==> config.mk <==
export PLATFORM = sky130hd
export DESIGN_NAME = spi_req_arbiter
export DESIGN_NICKNAME = d
export VERILOG_FILES = /design/src/rtl/spi_req_arbiter.sv
export SDC_FILE = /design/constraint.sdc
export NUM_CORES = 1
export LEC_CHECK = 0
export CAP_MARGIN = 5
export CORE_ASPECT_RATIO = 1.2
export CORE_MARGIN = 8
export CORE_UTILIZATION = 40
export CTS_CLUSTER_DIAMETER = 30
export DETAILED_ROUTE_END_ITERATION = 10
export GPL_TIMING_DRIVEN = 1
export PLACE_DENSITY_LB_ADDON = 0.15
export SETUP_SLACK_MARGIN = 0.4
export SYNTH_ARGS = -nofsm -noshare
export SYNTH_HDL_FRONTEND = slang
export SYNTH_SLANG_ARGS = --single-unit
==> constraint.sdc <==
create_clock -name CLK -period 3 [get_ports CLK]
set_clock_uncertainty 0.05 [all_clocks]
set_input_delay 0.3 -clock CLK [delete_from_list [all_inputs] [get_ports CLK]]
set_output_delay 0.3 -clock CLK [all_outputs]
set_load 0.005 [all_outputs]
==> src/rtl/spi_req_arbiter.sv <==
// Round-robin arbiter that shares one SPI master between NUM_REQ requesters.
// Latches per-transfer config at grant and sequences CS setup, launch, completion wait and CS hold.
module spi_req_arbiter #(
  parameter int NUM_REQ     = 4,
  parameter int SETUP_CYC   = 2,
  parameter int HOLD_CYC    = 2,
  parameter int TIMEOUT_CYC = 1024
) (
  input  logic                 CLK,
  input  logic                 RST,
  input  logic [NUM_REQ-1:0]   REQ,
  input  logic [8*NUM_REQ-1:0] REQ_DATA,
  input  logic [NUM_REQ-1:0]   REQ_CPOL,
  input  logic [NUM_REQ-1:0]   REQ_CPHA,
  input  logic [3*NUM_REQ-1:0] REQ_DIV,
  input  logic                 SPI_XFER_DONE,
  output logic [7:0]           SPI_DATA,
  output logic                 SPI_DATA_VALID,
  output logic                 SPI_CPOL,
  output logic                 SPI_CPHA,
  output logic [2:0]           SPI_DIV,
  output logic [NUM_REQ-1:0]   CS_N,
  output logic [NUM_REQ-1:0]   ACK,
  output logic [NUM_REQ-1:0]   ERR,
  output logic                 BUSY
);

  localparam int IDX_W   = $clog2(NUM_REQ);
  localparam int MAX_SH  = (SETUP_CYC > HOLD_CYC) ? SETUP_CYC : HOLD_CYC;
  localparam int CNT_MAX = (TIMEOUT_CYC > MAX_SH) ? TIMEOUT_CYC : MAX_SH;
  localparam int CNT_W   = $clog2(CNT_MAX + 1);

  typedef enum logic [2:0] {
    IDLE,
    SETUP,
    LAUNCH,
    WAIT_DONE,
    HOLD
  } state_t;

  state_t             state_reg, state_next;
  logic [CNT_W-1:0]   cnt_reg, cnt_next;
  logic [IDX_W-1:0]   grant_reg, grant_next;
  logic [IDX_W-1:0]   ptr_reg, ptr_next;
  logic               ok_reg, ok_next;
  logic [7:0]         data_reg, data_next;
  logic               cpol_reg, cpol_next;
  logic               cpha_reg, cpha_next;
  logic [2:0]         div_reg, div_next;
  logic [NUM_REQ-1:0] cs_n_reg, cs_n_next;
  logic [NUM_REQ-1:0] ack_reg, ack_next;
  logic [NUM_REQ-1:0] err_reg, err_next;
  logic               dv_reg, dv_next;
  logic               busy_reg, busy_next;

  logic [7:0]         req_data_arr [NUM_REQ];
  logic [2:0]         req_div_arr  [NUM_REQ];

  logic               found;
  logic [IDX_W-1:0]   found_idx;
  logic [IDX_W-1:0]   cand_idx;
  int                 cand;

  for (genvar gi = 0; gi < NUM_REQ; gi++) begin : g_slice
    assign req_data_arr[gi] = REQ_DATA[8*gi +: 8];
    assign req_div_arr[gi]  = REQ_DIV[3*gi +: 3];
  end

  // Rotating priority search: first requester at or above the pointer, wrapping.
  always_comb begin
    found     = 1'b0;
    found_idx = '0;
    cand      = 0;
    cand_idx  = '0;
    for (int off = 0; off < NUM_REQ; off++) begin
      cand = int'(ptr_reg) + off;
      if (cand >= NUM_REQ) cand = cand - NUM_REQ;
      cand_idx = IDX_W'(cand);
      if (!found && REQ[cand_idx]) begin
        found     = 1'b1;
        found_idx = cand_idx;
      end
    end
  end

  always_comb begin
    state_next = state_reg;
    cnt_next   = cnt_reg;
    grant_next = grant_reg;
    ptr_next   = ptr_reg;
    ok_next    = ok_reg;
    data_next  = data_reg;
    cpol_next  = cpol_reg;
    cpha_next  = cpha_reg;
    div_next   = div_reg;
    case (state_reg)
      IDLE: begin
        if (found) begin
          grant_next = found_idx;
          data_next  = req_data_arr[found_idx];
          cpol_next  = REQ_CPOL[found_idx];
          cpha_next  = REQ_CPHA[found_idx];
          div_next   = req_div_arr[found_idx];
          cnt_next   = '0;
          state_next = SETUP;
        end
      end
      SETUP: begin
        if (cnt_reg == CNT_W'(SETUP_CYC - 1)) begin
          cnt_next   = '0;
          state_next = LAUNCH;
        end else begin
          cnt_next = cnt_reg + 1'b1;
        end
      end
      LAUNCH: begin
        cnt_next   = '0;
        state_next = WAIT_DONE;
      end
      WAIT_DONE: begin
        // A done pulse in the final counted cycle still counts as success.
        if (SPI_XFER_DONE) begin
          ok_next    = 1'b1;
          cnt_next   = '0;
          state_next = HOLD;
        end else if (cnt_reg == CNT_W'(TIMEOUT_CYC - 1)) begin
          ok_next    = 1'b0;
          cnt_next   = '0;
          state_next = HOLD;
        end else begin
          cnt_next = cnt_reg + 1'b1;
        end
      end
      HOLD: begin
        if (cnt_reg == CNT_W'(HOLD_CYC - 1)) begin
          cnt_next   = '0;
          ptr_next   = (grant_reg == IDX_W'(NUM_REQ - 1)) ? '0 : grant_reg + 1'b1;
          state_next = IDLE;
        end else begin
          cnt_next = cnt_reg + 1'b1;
        end
      end
      default: state_next = IDLE;
    endcase
  end

  // Outputs are registered copies of what the next state implies.
  always_comb begin
    cs_n_next = '1;
    ack_next  = '0;
    err_next  = '0;
    dv_next   = (state_next == LAUNCH);
    busy_next = (state_next != IDLE);
    if (state_next != IDLE) cs_n_next[grant_next] = 1'b0;
    if (state_next == HOLD && cnt_next == CNT_W'(HOLD_CYC - 1)) begin
      ack_next[grant_next] = ok_next;
      err_next[grant_next] = ~ok_next;
    end
  end

  always_ff @(posedge CLK or negedge RST) begin
    if (!RST) begin
      state_reg <= IDLE;
      cnt_reg   <= '0;
      grant_reg <= '0;
      ptr_reg   <= '0;
      ok_reg    <= 1'b0;
      data_reg  <= '0;
      cpol_reg  <= 1'b0;
      cpha_reg  <= 1'b0;
      div_reg   <= '0;
      cs_n_reg  <= '1;
      ack_reg   <= '0;
      err_reg   <= '0;
      dv_reg    <= 1'b0;
      busy_reg  <= 1'b0;
    end else begin
      state_reg <= state_next;
      cnt_reg   <= cnt_next;
      grant_reg <= grant_next;
      ptr_reg   <= ptr_next;
      ok_reg    <= ok_next;
      data_reg  <= data_next;
      cpol_reg  <= cpol_next;
      cpha_reg  <= cpha_next;
      div_reg   <= div_next;
      cs_n_reg  <= cs_n_next;
      ack_reg   <= ack_next;
      err_reg   <= err_next;
      dv_reg    <= dv_next;
      busy_reg  <= busy_next;
    end
  end

  assign SPI_DATA       = data_reg;
  assign SPI_DATA_VALID = dv_reg;
  assign SPI_CPOL       = cpol_reg;
  assign SPI_CPHA       = cpha_reg;
  assign SPI_DIV        = div_reg;
  assign CS_N           = cs_n_reg;
  assign ACK            = ack_reg;
  assign ERR            = err_reg;
  assign BUSY           = busy_reg;

endmodule

==> out/results.txt, run 1 <==
outcome - finished, final reports clean
DPL Wire Length - 6.12 mm
GR Overflow Total - 0
Die Span Y - 107 um
critical path peak fanout - 9
share of layout cells above drive strength 1 - 14.9%
CTS tree - done
Final setup viols - 0
CP startpoint kind - flip-flop
Mapped Area - 2730 um^2
Psw - 1.11 mW
FF+latch count, synth - 46
Die W - 91.5 um
Crit path buffers/inverters - 2
Post-Syn Area per Cell - 9.97 um^2
Starting Density - 40.6%
vias per cell - 5.50
worst hold path type - in2async
vias in the first global route - 2471
adder-cell share of the synthesized area - 1.37%
largest family of logic cells by synthesized area - simple AND/OR/NAND/NOR gates
IO buf count - 85
Period Utilization, post-route - 80.1%
Net Sw Frac - 39.2%
pin count of the biggest net entering global routing - 47
Final Wtd Congestion - 0.954
via count - 2474
worst path cell trace - ha_1 > and4_2 > and4_4 > a2bb2oi_4 > buf_4 > nor3_1 > o21bai_1 > buf_4 > nor4_1
RSZ-0062 raised after global routing - no
CP startpoint - cnt_reg[0]$_DFF_PN0_
DR WL/cell - 17.5 um
total wire length - 7.86 mm
Crit path top cell by count - buf_4
Critical Path Max Stage Delay - 440 ps
power per cell area - 740 nW/um^2
synth unique cells - 55
Worst slew margin - 33.0%
post-synthesis compound-gate area fraction - 16.3%
initial antenna violation count - 0
Post-DP Area - 3690 um^2
minimum clock period - 2400 ps
io pins - 86
Simple-Gate Fraction of Synth Area - 19.6%
TritonCTS buffer count - 5
TritonRoute pass-1 iters - 4
arrival time worst endpoint - 2550 ps
Clk network pwr share - 13.1%
Worst Tran Pin Value - 1010 ps
Final Hold Viols - 0
Routed Antenna Nets - 0
FFs w/ async S/R, synth - 100%
number of remaining DRC errors - 0
CTS root buf - clkbuf_8
maxcap violations - 0
max reg flops - 11
DR iter-0 viols - 123
clk_lat worst skew - 290 ps
max-slew violations - 0
fmax - 416 MHz
post-synthesis sequential area ratio - 42.3%
mux cell area share after synthesis - 16.0%
Internal - 1.73 mW
area growth from synthesis to layout - 40.4%
critical path type - reg2reg
sequential power share - 33.2%
NumNets Final - 424
synthesized netlist cell count - 274
Total Neg Setup Slack - 0 ps
Synth Flop Type - dfrtp_1
# rows - 33
family with the most delay on the worst path - simple AND/OR/NAND/NOR gates
H-tree lvl count - 2
design area - 3840 um^2
Max VDD drop - 464 uV
total power - 2.84 mW
Critical-path top delay cell - dfrtp_1
Leak - 1.57 nW
first-pass GRT wire length - 12.6 mm
gr usage total - 15.7%
CP Capture Type - flip-flop
Post-Syn Nets - 336
Yosys Warn Count - 0
synthesized-area fraction occupied by xor and xnor cells - 0.641%
clock buffer depth - 2
Comb pwr share - 53.7%
Worst-path clk slew - 80 ps
core area - 6730 um^2
die area - 9740 um^2
n_diodes - 0
Clock Sinks - 46
Crit Reg-Reg Startpoint - cnt_reg[0]$_DFF_PN0_
Post-synth EDFFs - 0
Layout Utilization - 57.0%
Worst EP required - 3140 ps
[power by group through the flow]
stage	sequential (mW)	combinational, mW	clock, mW
after floorplan	0.914	0.932	0
after global placement	0.943	1.48	0
after detailed placement	0.957	1.49	0
after CTS	0.942	1.50	0.388
after global routing	0.967	1.69	0.413
final	0.943	1.53	0.371
[Yosys cell counts (3+ instances only)]
| master | instances | area share, % |
|---|---|---|
| nand3_1 | 10 | 1.8 |
| o21ai_0 | 22 | 4.0 |
| nand2b_1 | 6 | 1.4 |
| nand4_1 | 3 | 0.69 |
| o21bai_1 | 3 | 0.82 |
| buf_4 | 3 | 0.82 |
| o31ai_1 | 3 | 0.82 |
| nor3_1 | 7 | 1.3 |
| dfstp_2 | 4 | 3.8 |
| dfrtp_1 | 42 | 38 |
| nor4_1 | 5 | 1.1 |
| nor2b_1 | 3 | 0.69 |
| or3_1 | 3 | 0.69 |
| inv_1 | 8 | 1.1 |
| ha_1 | 3 | 1.4 |
| a21oi_1 | 9 | 1.6 |
| mux2i_1 | 28 | 10 |
| mux2_2 | 14 | 5.8 |
| clkbuf_1 | 5 | 0.69 |
| buf_2 | 6 | 1.1 |
| a21o_1 | 3 | 0.82 |
| nor3b_1 | 3 | 0.82 |
| nand2_1 | 25 | 3.4 |
| a31oi_1 | 3 | 0.69 |
| nor2_1 | 9 | 1.2 |
| and3_1 | 6 | 1.4 |
| nor4b_1 | 3 | 0.96 |
[per-stage QoR]
step / hold WS [ps] / std cells / setup slack [ps]
after global routing: 193 / 450 / 416
after CTS: 161 / 449 / 454
after detailed placement: 421 / 441 / 264
after global placement: 414 / 441 / 276
after floorplan: -45.6 / 274 / 766
final: 117 / 450 / 598
[area by class of cell]
type / count / area (um^2)
Fill cell: 601 / 2890
Sequential cell: 46 / 1160
Tap cell: 87 / 109
Clock buffer: 5 / 68.8
Inverter: 8 / 30.0
Clock inverter: 3 / 21.3
Timing Repair Buffer: 96 / 928
Multi-Input combinational cell: 205 / 1520
[repair_timing]
item / 4_1_cts / 5_1_grt
buffers inserted: 0 / 1
hold buffers: 0 / 0
resized for setup: 1 / 7
setup endpoints to repair: 4 / 8
pin swaps: 0 / 1
[cell usage in the layout (no fill, tap or decap), drive strengths merged, types with 3 or more instances in the layout]
cell / synthesis / layout
inv: 8 / 8
clkdlybuf4s50: 0 / 84
nand3: 10 / 10
nand4: 3 / 3
a21o: 3 / 3
dfrtp: 42 / 42
or3: 3 / 3
buf: 10 / 12
nor3: 7 / 7
o31ai: 3 / 3
a21oi: 10 / 10
nor2: 10 / 10
nor2b: 3 / 3
ha: 3 / 3
nor4: 7 / 7
a31oi: 3 / 3
nand2: 25 / 25
o21bai: 3 / 3
nand2b: 6 / 6
nor3b: 3 / 3
nor4b: 4 / 4
mux2: 14 / 14
and3: 6 / 6
mux2i: 28 / 28
dfstp: 4 / 4
and4: 3 / 3
clkbuf: 5 / 5
o21ai: 24 / 24
[worst paths after layout]
kind,cells after the start,endpoint,slack (ps)
worst max-delay path,9,ERR[0]$_DFF_PN0_,600
worst min-delay path,1,cnt_reg[4]$_DFF_PN0_,120
worst max register to register,9,ERR[0]$_DFF_PN0_,600
worst min register to register,2,SPI_DATA[0]$_DFFE_PN0P_,440
max in group asynchronous,1,cnt_reg[10]$_DFF_PN0_,2160
min in group CLK,2,SPI_DATA[0]$_DFFE_PN0P_,440
[cell families after synthesis]
group / count (synthesis)
mux: 42
flops: 46
compound gates: 64
buf+inv: 23
fa+ha+maj: 3
xor+xnor: 2
simple gates: 94
[metal layers]
metal / wire (um) / vias up / global-route usage (%)
li1: - / 1197 / -
met1: 3590 / 1166 / 19.3
met2: 3530 / 98 / 25.8
met3: 571 / 13 / 4.16
met4: 164 / 0 / 5.39
met5: 0 / - / 0
Power figures use the tool's default switching activity.
==> inputs of run 2 (changes only) <==
clock period = 2.4 ns   (was 3 ns; I/O delays follow)
==> out/results.txt, run 2 (synthesis results as in run 1) <==
outcome - finished, final reports clean
Die Span Y - 107 um
# rows - 33
critical path type - reg2reg
Final Wtd Congestion - 0.953
Period Utilization, post-route - 94.1%
share of layout cells above drive strength 1 - 28.1%
arrival time worst endpoint - 2420 ps
Non-Filler Instances - 493
H-tree lvl count - 2
most common cell after layout, fill and taps aside - clkdlybuf4s50_1
DPL Wire Length - 6.42 mm
Final Hold Viols - 0
most frequent cells in the layout - 82 x clkdlybuf4s50_1, 44 x buf_4, 41 x dfrtp_1
Starting Density - 40.6%
power per cell area - 968 nW/um^2
initial antenna violation count - 0
max-slew violations - 0
via count - 2660
die area - 9740 um^2
Worst-path clk slew - 80 ps
worst hold path type - in2async
Layout Utilization - 64.9%
CP Capture Type - flip-flop
core area - 6730 um^2
io pins - 86
critical path peak fanout - 8
Worst EP required - 2560 ps
TritonRoute pass-1 iters - 4
Final setup viols - 0
n_diodes - 0
fmax - 443 MHz
pin count of the biggest net entering global routing - 37
max reg flops - 11
CP startpoint kind - flip-flop
NumNets Final - 467
R2R depth - 9
vias in the first global route - 2728
Post-DP Area - 3960 um^2
Clock Sinks - 46
CTS tree - done
IO buf count - 85
fill count - 546
gr usage total - 16.9%
Worst slew margin - 66.1%
DR WL/cell - 17.4 um
Leak - 1.83 nW
Routed Antenna Nets - 0
number of remaining DRC errors - 0
minimum clock period - 2260 ps
design area - 4370 um^2
maxcap violations - 0
CTS root buf - clkbuf_8
clock buffer depth - 2
placed cells - 472
Max VDD drop - 526 uV
vias per cell - 5.40
GR Overflow Total - 0
TritonCTS buffer count - 5
Worst Tran Pin Value - 503 ps
pre-CTS setup slack - -5.97 ps
first-pass GRT wire length - 13.5 mm
RSZ-0062 raised after global routing - yes
PnR worst setup slack - 142 ps
Die W - 91.5 um
total wire length - 8.59 mm
DR iter-0 viols - 86
area growth from synthesis to layout - 59.8%
clk_lat worst skew - 300 ps
run 2: changes by cell type in the layout (fill, tap and decap cells not counted), moves of 3 or more:
cell,previous run,this run
buf_4,11,44
nor4_1,5,1
nor4_2,1,5
buf_6,0,7
o21ai_0,22,19
run 2: critical path, stage by stage (launching register included):
cell and delay (ps):
dfrtp_1 410, buf_6 120, ha_4 130, and4_4 220, and4_4 250, a2bb2oi_4 240
a221oi_2 110, nand4bb_1 200, buf_6 170, nor4_2 270
run 2: worst paths after layout:
check	from	endpoint	slack [ps]
max	cnt_reg[1]$_DFF_PN0_	ERR[3]$_DFF_PN0_	140
min	RST	cnt_reg[8]$_DFF_PN0_	280
max reg2reg	cnt_reg[1]$_DFF_PN0_	ERR[3]$_DFF_PN0_	140
min reg2reg	SPI_DATA[2]$_DFFE_PN0P_	SPI_DATA[2]$_DFFE_PN0P_	440
max in group asynchronous	RST	CS_N[3]$_DFF_PN1_	1260
min in group CLK	SPI_DATA[2]$_DFFE_PN0P_	SPI_DATA[2]$_DFFE_PN0P_	440
run 2: timing repair:
item	in CTS	in global routing
pin swaps	14	12
setup endpoints to repair	30	31
gates cloned	0	2
hold endpoints to repair	10	0
setup buffers	6	4
resized for setup	26	13
hold buffers	1	0
run 2: layer usage:
metal | vias up | wire, um | track usage (%)
li1 | 1282 | - | -
met1 | 1241 | 3640 | 19.5
met2 | 114 | 4100 | 28.2
met3 | 23 | 580 | 4.51
met4 | 0 | 267 | 8.68
met5 | - | 0 | 0
run 2: stage by stage:
| step | setup TNS, ps | total power, mW | hold slack [ps] |
|---|---|---|---|
| floorplan | 0 | 2.34 | -106 |
| global placement | 0 | 3.23 | 77.9 |
| detailed placement | -5.97 | 3.28 | 81.8 |
| CTS | 0 | 4.08 | 277 |
| global route | 0 | 4.52 | 306 |
| finish | 0 | 4.23 | 277 |
run 2: cell type report:
cell class	instances	area (um^2)	area share, %
clock buffers	6	72.6	1.66
clock inverters	2	37.5	0.860
inverters	8	30.0	0.688
multi-input cells	205	1650	37.7
flip-flops and latches	46	1160	26.5
well taps	87	109	2.49
repair buffers	139	1320	30.1
run 2: power by group:
| group | internal, mW | switching, mW |
|---|---|---|
| Clock | 0.311 | 0.260 |
| Combinational | 1.32 | 1.19 |
| Sequential | 1.01 | 0.141 |
